$ cat config.mk
export PLATFORM = sky130hd
export DESIGN_NAME = campus_bus_scheduler_flat
export DESIGN_NICKNAME = d
export VERILOG_FILES = /design/src/rtl/campus_bus_scheduler_if.sv /design/src/rtl/campus_bus_scheduler.sv /design/src/flat_wrapper.sv
export SDC_FILE = /design/constraint.sdc
export NUM_CORES = 1
export LEC_CHECK = 0
export CAP_MARGIN = 40
export CORE_MARGIN = 2
export CORE_UTILIZATION = 35
export CTS_CLUSTER_DIAMETER = 30
export DETAILED_ROUTE_END_ITERATION = 10
export PLACE_DENSITY_LB_ADDON = 0.25
export RECOVER_POWER = 25
export SYNTH_ARGS = -nofsm -noshare
export SYNTH_HDL_FRONTEND = slang
export SYNTH_SLANG_ARGS = --single-unit
$ cat constraint.sdc
create_clock -name clk -period 5.5 [get_ports clk]
set_input_delay 0.825 -clock clk [delete_from_list [all_inputs] [get_ports clk]]
set_output_delay 0.825 -clock clk [all_outputs]
set_load 0.05 [all_outputs]
$ cat src/rtl/campus_bus_scheduler_if.sv
// Scheduler-to-students bundle: level requests in, boarding and drop-off status out.
// Latency: none, wires only.
// Backpressure: none; requests are level-held by the students until served.
interface campus_bus_scheduler_if #(
    parameter int N_STUDENTS = 4,
    parameter int CAPACITY   = 2
);
    localparam int CW = $clog2(CAPACITY + 1);

    logic [N_STUDENTS-1:0] req;
    logic [N_STUDENTS-1:0] bus;
    logic [N_STUDENTS-1:0] arrive;
    logic [N_STUDENTS-1:0] riding;
    logic [CW-1:0]         count;
    logic [1:0]            state_out;
    logic                  busy;

    // Student side: raises requests, watches the bus.
    modport master (
        output req,
        input  bus, arrive, riding, count, state_out, busy
    );

    // Scheduler side.
    modport slave (
        input  req,
        output bus, arrive, riding, count, state_out, busy
    );
endinterface

$ cat src/rtl/campus_bus_scheduler.sv
// Round-robin trip scheduler sharing one bus of CAPACITY seats among N students.
// Latency: first bus pulse two edges after req rises in IDLE, then at most one grant per cycle.
// Backpressure: no stall input; requests seen during TRAVEL/UNLOAD wait for the next trip.
module campus_bus_scheduler #(
    parameter int N_STUDENTS    = 4,
    parameter int CAPACITY      = 2,
    parameter int TRAVEL_CYCLES = 3
) (
    input  logic                  clk,
    input  logic                  rst,
    campus_bus_scheduler_if.slave sb
);
    localparam int PW = (N_STUDENTS > 1) ? $clog2(N_STUDENTS) : 1;
    localparam int CW = $clog2(CAPACITY + 1);
    localparam int TW = (TRAVEL_CYCLES > 1) ? $clog2(TRAVEL_CYCLES) : 1;
    localparam logic [TW-1:0] TIMER_LOAD = TW'(TRAVEL_CYCLES - 1);
    localparam logic [CW-1:0] CAP        = CW'(CAPACITY);
    localparam logic [PW-1:0] LAST_IDX   = PW'(N_STUDENTS - 1);

    typedef enum logic [1:0] {
        IDLE   = 2'd0,
        BOARD  = 2'd1,
        TRAVEL = 2'd2,
        UNLOAD = 2'd3
    } state_t;

    state_t state;
    state_t state_nxt;

    // Registered outputs and their next values.
    logic [N_STUDENTS-1:0] grant_pulse, grant_pulse_nxt;
    logic [N_STUDENTS-1:0] drop_mask,   drop_mask_nxt;
    logic [N_STUDENTS-1:0] rider_mask,  rider_mask_nxt;
    logic [CW-1:0]         rider_count, rider_count_nxt;
    logic                  busy_flag;

    // Internal state.
    logic [PW-1:0]         rr_ptr, rr_ptr_nxt;
    logic [TW-1:0]         timer,  timer_nxt;

    // Grant selection.
    logic [N_STUDENTS-1:0] eligible;
    logic [N_STUDENTS-1:0] grant_oh;
    logic [PW-1:0]         grant_idx;
    logic                  grant_vld;
    logic                  last_seat;
    logic [PW:0]           scan_idx;

    // Pick the first eligible student at or after rr_ptr, wrapping; riders are never eligible.
    always_comb begin
        eligible  = sb.req & ~rider_mask;
        grant_vld = 1'b0;
        grant_idx = '0;
        scan_idx  = '0;
        for (int k = 0; k < N_STUDENTS; k++) begin
            scan_idx = {1'b0, rr_ptr} + (PW+1)'(k);
            if (scan_idx >= (PW+1)'(N_STUDENTS)) begin
                scan_idx = scan_idx - (PW+1)'(N_STUDENTS);
            end
            if (!grant_vld && eligible[scan_idx[PW-1:0]]) begin
                grant_vld = 1'b1;
                grant_idx = scan_idx[PW-1:0];
            end
        end
        grant_oh = '0;
        if (grant_vld) begin
            grant_oh[grant_idx] = 1'b1;
        end
        // Depart once the bus is full or nobody else is left waiting.
        last_seat = (rider_count + CW'(1) == CAP) || ((eligible & ~grant_oh) == '0);
    end

    // State register.
    always_ff @(posedge clk or posedge rst) begin
        if (rst) begin
            state <= IDLE;
        end else begin
            state <= state_nxt;
        end
    end

    // Next-state decision.
    always_comb begin
        state_nxt = state;
        case (state)
            IDLE: begin
                if (|sb.req) begin
                    state_nxt = BOARD;
                end
            end
            BOARD: begin
                if (grant_vld) begin
                    if (last_seat) begin
                        state_nxt = TRAVEL;
                    end
                end else begin
                    // Everyone withdrew: leave with whoever boarded, or give up the trip.
                    state_nxt = (rider_count != '0) ? TRAVEL : IDLE;
                end
            end
            TRAVEL: begin
                if (timer == '0) begin
                    state_nxt = UNLOAD;
                end
            end
            UNLOAD: begin
                state_nxt = IDLE;
            end
            default: begin
                state_nxt = IDLE;
            end
        endcase
    end

    // Next values of the registered outputs, pointer and travel timer.
    always_comb begin
        grant_pulse_nxt = '0;
        drop_mask_nxt   = '0;
        rider_mask_nxt  = rider_mask;
        rider_count_nxt = rider_count;
        rr_ptr_nxt      = rr_ptr;
        timer_nxt       = timer;
        case (state)
            BOARD: begin
                if (grant_vld) begin
                    grant_pulse_nxt = grant_oh;
                    rider_mask_nxt  = rider_mask | grant_oh;
                    rider_count_nxt = rider_count + CW'(1);
                    rr_ptr_nxt      = (grant_idx == LAST_IDX) ? '0 : grant_idx + PW'(1);
                end
                if (state_nxt == TRAVEL) begin
                    timer_nxt = TIMER_LOAD;
                end
            end
            TRAVEL: begin
                if (timer == '0) begin
                    drop_mask_nxt = rider_mask;
                end else begin
                    timer_nxt = timer - TW'(1);
                end
            end
            UNLOAD: begin
                rider_mask_nxt  = '0;
                rider_count_nxt = '0;
            end
            default: begin
            end
        endcase
    end

    // Output, pointer and timer registers; reset drops all riders without an arrive pulse.
    always_ff @(posedge clk or posedge rst) begin
        if (rst) begin
            grant_pulse <= '0;
            drop_mask   <= '0;
            rider_mask  <= '0;
            rider_count <= '0;
            rr_ptr      <= '0;
            timer       <= '0;
            busy_flag   <= 1'b0;
        end else begin
            grant_pulse <= grant_pulse_nxt;
            drop_mask   <= drop_mask_nxt;
            rider_mask  <= rider_mask_nxt;
            rider_count <= rider_count_nxt;
            rr_ptr      <= rr_ptr_nxt;
            timer       <= timer_nxt;
            busy_flag   <= (state_nxt != IDLE);
        end
    end

    assign sb.bus       = grant_pulse;
    assign sb.arrive    = drop_mask;
    assign sb.riding    = rider_mask;
    assign sb.count     = rider_count;
    assign sb.state_out = state;
    assign sb.busy      = busy_flag;
endmodule
$ cat src/flat_wrapper.sv
// flat-port wrapper written by rule: the top's interface ports become plain ports
module campus_bus_scheduler_flat 
#(
    parameter int N_STUDENTS    = 4,
    parameter int CAPACITY      = 2,
    parameter int TRAVEL_CYCLES = 3
)
  (clk, rst, sb_req, sb_bus, sb_arrive, sb_riding, sb_count, sb_state_out, sb_busy);
  campus_bus_scheduler_if #(.N_STUDENTS(N_STUDENTS), .CAPACITY(CAPACITY)) sb_i ();
  input  logic clk;
  input  logic rst;
  input wire logic [$bits(sb_i.req)-1:0] sb_req;
  output wire logic [$bits(sb_i.bus)-1:0] sb_bus;
  output wire logic [$bits(sb_i.arrive)-1:0] sb_arrive;
  output wire logic [$bits(sb_i.riding)-1:0] sb_riding;
  output wire logic [$bits(sb_i.count)-1:0] sb_count;
  output wire logic [$bits(sb_i.state_out)-1:0] sb_state_out;
  output wire logic [$bits(sb_i.busy)-1:0] sb_busy;
  assign sb_i.req = sb_req;
  assign sb_bus = sb_i.bus;
  assign sb_arrive = sb_i.arrive;
  assign sb_riding = sb_i.riding;
  assign sb_count = sb_i.count;
  assign sb_state_out = sb_i.state_out;
  assign sb_busy = sb_i.busy;
  campus_bus_scheduler #(.N_STUDENTS(N_STUDENTS), .CAPACITY(CAPACITY), .TRAVEL_CYCLES(TRAVEL_CYCLES)) u_core (.clk(clk), .rst(rst), .sb(sb_i));
endmodule
; Word-level counts from Yosys, hierarchy flattened
; Index checks and enable logic that the tools add are counted.
[totals]
reg_bits = 21
inputBits = 6
out_inout_bits = 17
[op_classes]
addsub = 10
order_cmp = 10
n_eq_ne = 9
mux = 41
bitwise = 5
n_reduce_logical = 19
[ops]
columns = cell, n
row1 = $mux 2, 17
row2 = $mux 4, 6
row3 = $lt 2x3->1 const B, 5
row4 = $eq 2x2->1 const B, 5
row5 = $sub 2x1->2 const B, 5
row6 = $ge 3x3->1 const B, 3
row7 = $mux 1, 9
row8 = $and 4x4->4, 2
row9 = $bmux 1 s2, 4
row10 = $not 4->4, 2
row11 = $pmux 2 s2, 2
row12 = $pmux 2 s4, 1
row13 = $pmux 4 s2, 1
row14 = $reduce_bool 2->1, 4
row15 = $add 2x2->3 const B, 2
row16 = $add 2x1->2 const B, 2
row17 = $logic_and 1x1->1, 4
row18 = $logic_not 2->1, 2
row19 = $logic_not 4->1, 1
row20 = $ne 2x1->1 const B, 2
row21 = $or 4x4->4, 1
row22 = $reduce_and 2->1, 2
row23 = $reduce_or 4->1, 1
row24 = $add 2x1->3 const B, 1
row25 = 8 further kinds, 10

; Logic depth before layout (Yosys ltp)
; Gate-level depths: netlist of run 1.
[logic_depth]
word_depth = 29
ltp_mapped = 11

; Least setup slack after synthesis of run 1
; No wires, ideal clock.
[synth_timing]
path_type = input to register
from = input sb_req[0]
to = register u_core.timer[1]
arrival_time_ps = 3098
t_required_ps = 5375
slack_ps = 2277
cell_stages = 11
cell_sequence = nand2b_1 > nor2_1 > o31a_1 > a21oi_1 > inv_1 > ha_1 > or3b_1 > a41oi_2 > a221oi_2 > o311ai_4 > mux2_4
[synth_via]
elab_chain_len = 28
[synth_rtl]
columns = item, line_no
row1 = "start, declared", flat_wrapper.sv:12  ; input wire logic [$bits(sb_i.req)-1:0] sb_req;
row2 = $and 4x4->4, campus_bus_scheduler.sv:51  ; eligible = sb.req & ~rider_mask;
row3 = $bmux 1 s2, campus_bus_scheduler.sv:60  ; if (!grant_vld && eligible[scan_idx[PW-1:0]]) begin
row4 = $mux 1 (not written as such), campus_bus_scheduler.sv:60
row5 = $mux 1, campus_bus_scheduler.sv:60
row6 = $logic_not 1->1, campus_bus_scheduler.sv:60
row7 = $logic_and 1x1->1, campus_bus_scheduler.sv:60
row8 = $mux 1, campus_bus_scheduler.sv:60
row9 = $logic_not 1->1, campus_bus_scheduler.sv:60
row10 = [... 12 more ...], -
row11 = $logic_not 4->1, campus_bus_scheduler.sv:70  ; last_seat = (rider_count + CW'(1) == CAP) || ((eligible & ~grant_oh) == '0);
row12 = $logic_or 1x1->1, campus_bus_scheduler.sv:70
row13 = $mux 2, campus_bus_scheduler.sv:93  ; if (last_seat) begin
row14 = $mux 2, campus_bus_scheduler.sv:92  ; if (grant_vld) begin
row15 = $pmux 2 s4 *, campus_bus_scheduler.sv:85  ; case (state)
row16 = $eq 2x2->1 *, campus_bus_scheduler.sv:131  ; if (state_nxt == TRAVEL) begin
row17 = $ne 2x1->1 (no line) *, -
row18 = $reduce_and 3->1 (no line) *, -
row19 = "end signal, assigned", campus_bus_scheduler.sv:167  ; timer <= timer_nxt;
row20 = "end, declared", campus_bus_scheduler.sv:39  ; logic [TW-1:0] timer, timer_nxt;
; Every way passes the cells marked *; elsewhere a longest branch is shown, timed or not. The select of a mux whose other input is x is not followed.
; A chain may end at the register's enable or synchronous reset.

; Final worst setup path of run 1
[layout_timing]
from = input sb_req[1]
to = register u_core.timer[1]
; The elaborated chain is that of the path after synthesis.

==> results of run 1 <==
==> per-layer routing <==
layer	up-vias	track usage, %	share of wire [%]
li1	449	-	-
met1	471	18.7	47
met2	20	25.7	49
met3	4	2.54	3.1
met4	0	4.44	1.3
met5	-	0	0
==> metrics by stage <==
| stage | util [%] | worst slack, ns | cells | instance area [sq um] |
|---|---|---|---|---|
| 2_1_floorplan | - | 2.28 | 111 | 1180 |
| 3_3_place_gp | 44.3 | 1.61 | 178 | 1460 |
| 3_5_place_dp | 44.3 | 1.55 | 178 | 1460 |
| 4_1_cts | 45.2 | 1.87 | 182 | 1490 |
| 5_1_grt | 45.2 | 1.69 | 182 | 1490 |
| 6_report | 45.2 | 1.84 | 182 | 1490 |
==> sequential cells by signal, indices dropped and copies added (netlist names) <==
| register | count |
|---|---|
| u_core.sb.count | 2 |
| u_core.sb.riding | 4 |
| u_core.timer | 2 |
| u_core.sb.arrive | 4 |
| u_core.sb.state_out | 2 |
| u_core.sb.busy | 1 |
| u_core.sb.bus | 4 |
| u_core.rr_ptr | 2 |
==> final timing paths <==
check	from	to	slack, ns	depth (start not counted)
max	sb_req[1]	u_core.timer[1]	1.84	12
min	u_core.timer[1]	u_core.timer[1]	0.54	1
max reg2reg	u_core.sb.riding[0]	u_core.timer[1]	2.36	11
min reg2reg	u_core.timer[1]	u_core.timer[1]	0.54	1
max in group asynchronous	rst	u_core.sb.busy	3.92	2
min in group asynchronous	rst	u_core.sb.bus[1]	1.09	2
==> cell families (layout without fill, tap and decap cells) <==
| group | Yosys count | after routing |
|---|---|---|
| fa+ha+maj | 11 | 11 |
| mux | 4 | 4 |
| flops | 21 | 21 |
| buf+inv | 13 | 38 |
| simple gates | 37 | 37 |
| compound gates | 25 | 25 |
==> power by group through the flow <==
stage                     combinational [uW]  clock (uW)  sequential, uW
after floorplan                          290           0             391
after global placement                   579           0             260
after detailed placement                 586           0             264
after CTS                                589        83.3             261
after global routing                     638        87.9             269
final                                    588        78.7             260
==> synthesized netlist by cell type (2+ instances only) <==
| library cell | count |
|---|---|
| sky130_fd_sc_hd__dfrtp_1 | 21 |
| sky130_fd_sc_hd__inv_1 | 12 |
| sky130_fd_sc_hd__ha_1 | 11 |
| sky130_fd_sc_hd__and3_1 | 8 |
| sky130_fd_sc_hd__nand2_1 | 7 |
| sky130_fd_sc_hd__nor2_1 | 7 |
| sky130_fd_sc_hd__a22o_1 | 5 |
| sky130_fd_sc_hd__nand2b_1 | 5 |
| sky130_fd_sc_hd__o21ai_0 | 5 |
| sky130_fd_sc_hd__or3b_1 | 4 |
| sky130_fd_sc_hd__a21oi_1 | 3 |
| sky130_fd_sc_hd__mux2i_1 | 2 |
| sky130_fd_sc_hd__nor2b_1 | 2 |
| sky130_fd_sc_hd__o221ai_1 | 2 |
==> worst register-to-register path: cells and delay by family (launching register included) <==
| family | cells | cell delay [ns] |
|---|---|---|
| DFF | 1 | 0.42 |
| muxes | 1 | 0.33 |
| adders and majority gates | 1 | 0.24 |
| AOI/OAI and AO/OA | 5 | 1.24 |
| and+or+nand+nor | 3 | 0.70 |
| buffers and inverters | 1 | 0.12 |
==> area by class of cell <==
type                       instances  area, sq um
fill                             319         1800
multi-input combinational         77          607
sequential                        21          526
timing repair buffer              22          220
tap                               46         57.6
inverter                          12         45.0
clock buffer                       3         22.5
clock inverter                     1         7.51
==> flow_metrics.py, run 1 <==
metrics = {
    "run_status": {
        "status": "complete, no violations",
    },
    "layout": {
        "syn2layout_area_growth_pct": 25.6,
        "final_nets": 154,
        "final_layout_size_suffix_gt1_share_pct": 7.35,
        "most-common-layout-cells": "21 x sky130_fd_sc_hd__clkdlybuf4s50_1, 21 x sky130_fd_sc_hd__dfrtp_1, 12 x sky130_fd_sc_hd__inv_1",
        "antennaDiodeCount": 0,
    },
    "placement": {
        "hpwlAfterDp_microns": 2050,
        "globalplace.congestion": 0.884,
        "io_buffers": 22,
    },
    "global_routing": {
        "leftover_overflow_at_the_end_of_global_routing": 0,
        "grt_first_pass_wirelength_microns": 4570,
        "pin_count_of_the_biggest_net_entering_global_routing": 22,
        "number_of_global_route_vias_before_repair": 943,
        "number_of_antenna_violations_at_the_first_check_in_global_routing": 0,
        "groute.usage.overall_pct": 14.7,
    },
    "power_and_ir_drop": {
        "post_layout_power_uw": 926,
        "power.share.switching_pct": 50.1,
        "irDropWorstVdd_uv": 205,
        "pwr-share-comb_pct": 63.5,
        "clock_power_share_pct": 8.5,
        "power_leakage_uw": 0.000700,
        "netSwitchingPower_uw": 464,
        "power_per_cell_area_nw_per_um2": 624,
        "p_int_uw": 462,
        "fraction_of_power_consumed_by_sequential_logic_pct": 28.0,
    },
    "yosys": {
        "syn_area_per_cell_sq_um": 10.7,
        "netlist_area_sq_um": 1180,
        "netlist_instances": 111,
        "synth_area_leader_cell": "sky130_fd_sc_hd__dfrtp_1",
        "synth.top_cell.area_share_pct": 44.4,
        "synth_nets": 128,
        "synth_top_family_by_area": "compound AO/OA/AOI/OAI gates",
        "synth_simple_gate_area_share_pct": 17.8,
        "synth_compound_area_share_pct": 18.0,
        "yosys.area_share.xor_xnor_pct": 0,
        "synthMuxAreaShare_pct": 3.92,
        "ys_dominant_reg_cell": "sky130_fd_sc_hd__dfrtp_1",
        "synth_cell_type_count": 31,
        "post_synthesis_share_of_cell_area_spent_on_full_adders_half_adders_and_majority_gates_pct": 11.6,
        "synth_enable_flop_cells": 0,
        "synth.area.top_cells": "sky130_fd_sc_hd__dfrtp_1 44%, sky130_fd_sc_hd__ha_1 12%, sky130_fd_sc_hd__and3_1 4.2%, sky130_fd_sc_hd__inv_1 3.8%, sky130_fd_sc_hd__a22o_1 3.7%",
        "async_reset_ff_share_pct": 100,
        "synth.yosys.warnings": 0,
        "synth_sequential_area_ratio_pct": 44.4,
        "synth-seq-cells": 21,
    },
    "clock_tree": {
        "cts_setup_buffers": 0,
        "cts-htree-levels": 1,
        "ctsResizeCount": 0,
        "cts_tree": "built",
        "worst_skew_pair_latency_ns": 0.31,
        "cts_inserted_buffers": 3,
        "cts_num_sinks": 21,
        "cell_at_the_root_of_the_clock_tree": "sky130_fd_sc_hd__clkbuf_4",
        "hold_buffers": 0,
        "path_clk_slew_ns": 0.12,
        "clock_tree.buffer_depth": 2,
    },
    "drt": {
        "drt_iter0_markers": 27,
        "post-route-drc-count": 0,
        "routed_wire_length_per_instance_microns": 14.4,
        "detail_route.vias_per_cell": 5.19,
        "route.vias.total": 944,
        "first_pass_iters": 4,
        "route.antenna.remaining_nets": 0,
        "detail_route.wirelength_microns": 2630,
    },
    "critical_path": {
        "worstSetupStartpointType": "input port",
        "worstPathMaxFanout": 4,
        "crit_type": "in2reg",
        "cp_slowest_cell": "sky130_fd_sc_hd__clkdlybuf4s50_1",
        "cp_data_arrival_time_ns": 3.86,
        "critPathCaptureType": "flip-flop",
        "cell_type_group_with_the_largest_total_delay_on_the_critical_path": "compound AO/OA/AOI/OAI gates",
        "worst_path_required_time_ns": 5.70,
        "worstPathCellList": "clkdlybuf4s50_1 > nor2b_1 > nor2_1 > o31a_1 > a21oi_1 > inv_1 > ha_1 > or3b_1 > a41oi_2 > a221oi_2 > o311ai_4 > mux2_4",
        "critical_path.n_buffers_inverters": 2,
        "crit_path_max_incr_delay_ns": 0.53,
    },
    "timing": {
        "hold_violations": 0,
        "finalHoldWorstSlack_ns": 0.539,
        "final.setup.tns_ns": 0,
        "rsz_0062_raised_after_global_routing": "false",
        "max_clock_freq_mhz": 273,
        "worst_slew_pin_slew_ns": 0.784,
        "final_cycle_share_pct": 66.6,
        "final.setup_skew_ns": 0.00984,
        "worst_slew_margin_rel_pct": 47.7,
        "crit_path_time_final_ns": 3.66,
        "max_slew_vio_count": 0,
        "setup_viol_count_final": 0,
    },
    "die": {
        "core_sq_um": 3280,
        "rows": 21,
        "initial_core_util_pct": 36.0,
        "die_width_microns": 62.1,
        "dieArea_sq_um": 3860,
        "boundaryPins": 23,
        "die_y_microns": 62.1,
    },
    "run": {
        "drv.max_cap_violation_count": 0,
    },
    "hold_path": {
        "holdCritPathClass": "reg2reg",
    },
}
No activity file was read; power rests on OpenSTA's default activity.
==> inputs of run 2 (changes only) <==
- clock period: 5.5 -> 3.1 ns (I/O delays scaled with it)
==> run 2 against run 1 <==
Net effect:
- non-clock buffer count grew 16
- register-to-register slack worse by 2.1 ns
- clock skew is 0.0022 ns lower
- design area grew 9.6%
- first-iteration DRC count is 44% higher
- cell count is 8.8% higher
- sequential cell count unchanged
- sequential power increased by 80%
- via count grew 3.3%
- routed wire length rose by 2.1%
- clock power up 78%
- highest routed layer unchanged
==> flow_metrics.py, run 2 (synthesis results as in run 1) <==
metrics = {
    "clock_tree": {
        "worst_skew_pair_latency_ns": 0.32,
        "clock_tree.buffer_depth": 2,
        "path_clk_slew_ns": 0.12,
        "cts_inserted_buffers": 3,
        "cts_num_sinks": 21,
        "cts_tree": "built",
        "cell_at_the_root_of_the_clock_tree": "sky130_fd_sc_hd__clkbuf_4",
        "cts-htree-levels": 1,
    },
    "global_routing": {
        "number_of_global_route_vias_before_repair": 982,
        "grt_first_pass_wirelength_microns": 4590,
        "leftover_overflow_at_the_end_of_global_routing": 0,
        "groute.usage.overall_pct": 15.1,
        "number_of_antenna_violations_at_the_first_check_in_global_routing": 0,
        "pin_count_of_the_biggest_net_entering_global_routing": 22,
    },
    "layout": {
        "most-common-layout-cells": "21 x sky130_fd_sc_hd__clkdlybuf4s50_1, 19 x sky130_fd_sc_hd__dfrtp_1, 16 x sky130_fd_sc_hd__buf_4",
        "commonest_non_fill_non_tap_cell_in_the_layout": "sky130_fd_sc_hd__clkdlybuf4s50_1",
        "antennaDiodeCount": 0,
        "finalNonFillerCells": 198,
        "utilization_pct": 49.6,
        "syn2layout_area_growth_pct": 37.7,
        "final_nets": 170,
        "final_layout_size_suffix_gt1_share_pct": 21.7,
    },
    "power_and_ir_drop": {
        "power_per_cell_area_nw_per_um2": 1080,
        "irDropWorstVdd_uv": 481,
        "power_leakage_uw": 0.000788,
    },
    "drt": {
        "first_pass_iters": 4,
        "route.vias.total": 975,
        "wl_met3_microns": 93,
        "post-route-drc-count": 0,
        "drt_iter0_markers": 39,
        "detail_route.wirelength_microns": 2680,
        "met2_layer_wire_length_in_the_routed_design_microns": 1350,
        "route.antenna.remaining_nets": 0,
        "topRoutingLayerUsed": "met4",
        "routed_wire_length_per_instance_microns": 13.6,
        "sum_of_routed_wire_segments_on_met1_microns": 1190,
        "detail_route.vias_per_cell": 4.92,
    },
    "timing": {
        "crit_path_time_final_ns": 2.98,
        "hold_violations": 0,
        "setup_viol_count_final": 0,
        "worst_slew_margin_rel_pct": 46.0,
        "max_slew_vio_count": 0,
        "max_clock_freq_mhz": 336,
        "worst_slew_pin_slew_ns": 0.809,
        "final.setup_skew_ns": 0.00763,
        "final_cycle_share_pct": 96.0,
    },
    "critical_path": {
        "critPathCaptureType": "flip-flop",
        "worstPathMaxFanout": 3,
        "cp_data_arrival_time_ns": 3.19,
        "worstRegToRegCells": 11,
        "ff2ff_setup_slack_ns": 0.23,
        "worst_path_required_time_ns": 3.32,
        "crit_type": "in2reg",
        "worstSetupStartpointType": "input port",
    },
    "die": {
        "dieArea_sq_um": 3860,
        "initial_core_util_pct": 36.0,
        "die_width_microns": 62.1,
        "rows": 21,
        "boundaryPins": 23,
        "die_y_microns": 62.1,
        "core_sq_um": 3280,
    },
    "placement": {
        "globalplace.congestion": 0.897,
        "io_buffers": 22,
        "dp_cells": 194,
        "hpwlAfterDp_microns": 2150,
    },
    "run_status": {
        "status": "complete, no violations",
    },
    "run": {
        "drv.max_cap_violation_count": 0,
    },
    "hold_path": {
        "min_delay_path_depth": 1,
        "holdCritPathClass": "reg2reg",
    },
}
-- run 2: changes by cell type in the layout (fill, tap and decap cells not counted), sizes merged --
cell and change:
buf +16, clkinvlp -1, clkinv +1
-- run 2: through the flow --
| step | hold slack (ns) | cell area [sq um] | total power (uW) | setup TNS [ns] | setup WS, ns |
|---|---|---|---|---|---|
| finish | 0.540 | 1630 | 1760 | 0 | 0.124 |
| CTS | 0.545 | 1610 | 1750 | 0 | 0.0985 |
| detailed placement | 0.511 | 1580 | 1610 | -0.458 | -0.230 |
| global placement | 0.499 | 1580 | 1590 | -0.353 | -0.201 |
| floorplan | 0.441 | 1180 | 1210 | 0 | 0.0885 |
| global route | 0.568 | 1630 | 1900 | -0.0392 | -0.0222 |
-- run 2: final cells by class --
type                            instances  area, sq um
Fill cell                             312         1660
Multi-Input combinational cell         77          629
Sequential cell                        21          528
Timing Repair Buffer                   38          340
Tap cell                               46         57.6
Inverter                               12         45.0
Clock buffer                            3         22.5
Clock inverter                          1         5.00
-- run 2: critical path: stages --
cell and delay (ns):
sky130_fd_sc_hd__clkdlybuf4s50_1 0.49, sky130_fd_sc_hd__nand2b_1 0.12, sky130_fd_sc_hd__o221ai_2 0.18, sky130_fd_sc_hd__o31a_1 0.17, sky130_fd_sc_hd__a21oi_2 0.04, sky130_fd_sc_hd__buf_4 0.15, sky130_fd_sc_hd__ha_1 0.20, sky130_fd_sc_hd__or3b_1 0.42
sky130_fd_sc_hd__a41oi_2 0.26, sky130_fd_sc_hd__a221oi_2 0.12, sky130_fd_sc_hd__o311ai_4 0.26, sky130_fd_sc_hd__mux2_4 0.32
-- run 2: path summary, 6_finish.rpt --
| path | startpoint | to |
|---|---|---|
| max | sb_req[2] | u_core.timer[1] |
| min | u_core.timer[1] | u_core.timer[1] |
| max reg2reg | u_core.sb.riding[2] | u_core.timer[1] |
| min reg2reg | u_core.timer[1] | u_core.timer[1] |
| max in group asynchronous | rst | u_core.sb.riding[0] |
| min in group asynchronous | rst | u_core.sb.bus[2] |
-- run 2: per-layer routing --
metal | global-route usage [%] | vias up
met4 | 5.83 | 0
met5 | 0 | -
li1 | - | 477
met3 | 2.17 | 5
met2 | 27.7 | 23
met1 | 17.8 | 470
-- run 2: where the power goes --
| part | internal (uW) | leakage, uW | switching (uW) |
|---|---|---|---|
| registers | 374 | 0.000265 | 93.6 |
| logic | 495 | 0.000506 | 658 |
| clock network | 48.4 | 0.0000177 | 91.4 |
| total | 918 | 0.000788 | 843 |
-- run 2: repair_timing --
| item | in CTS | in global routing |
|---|---|---|
| setup endpoints to repair | 0 | 2 |
| gates resized for setup | 0 | 5 |
| setup buffers | 0 | 0 |
| hold buffers | 0 | 0 |
==> inputs of run 3 (changes only) <==
- CTS_BUF_LIST: unset -> sky130_fd_sc_hd__clkbuf_4 sky130_fd_sc_hd__clkbuf_8
==> results of run 3 <==
The final DEF is identical to that of run 2; final timing and power are the same.
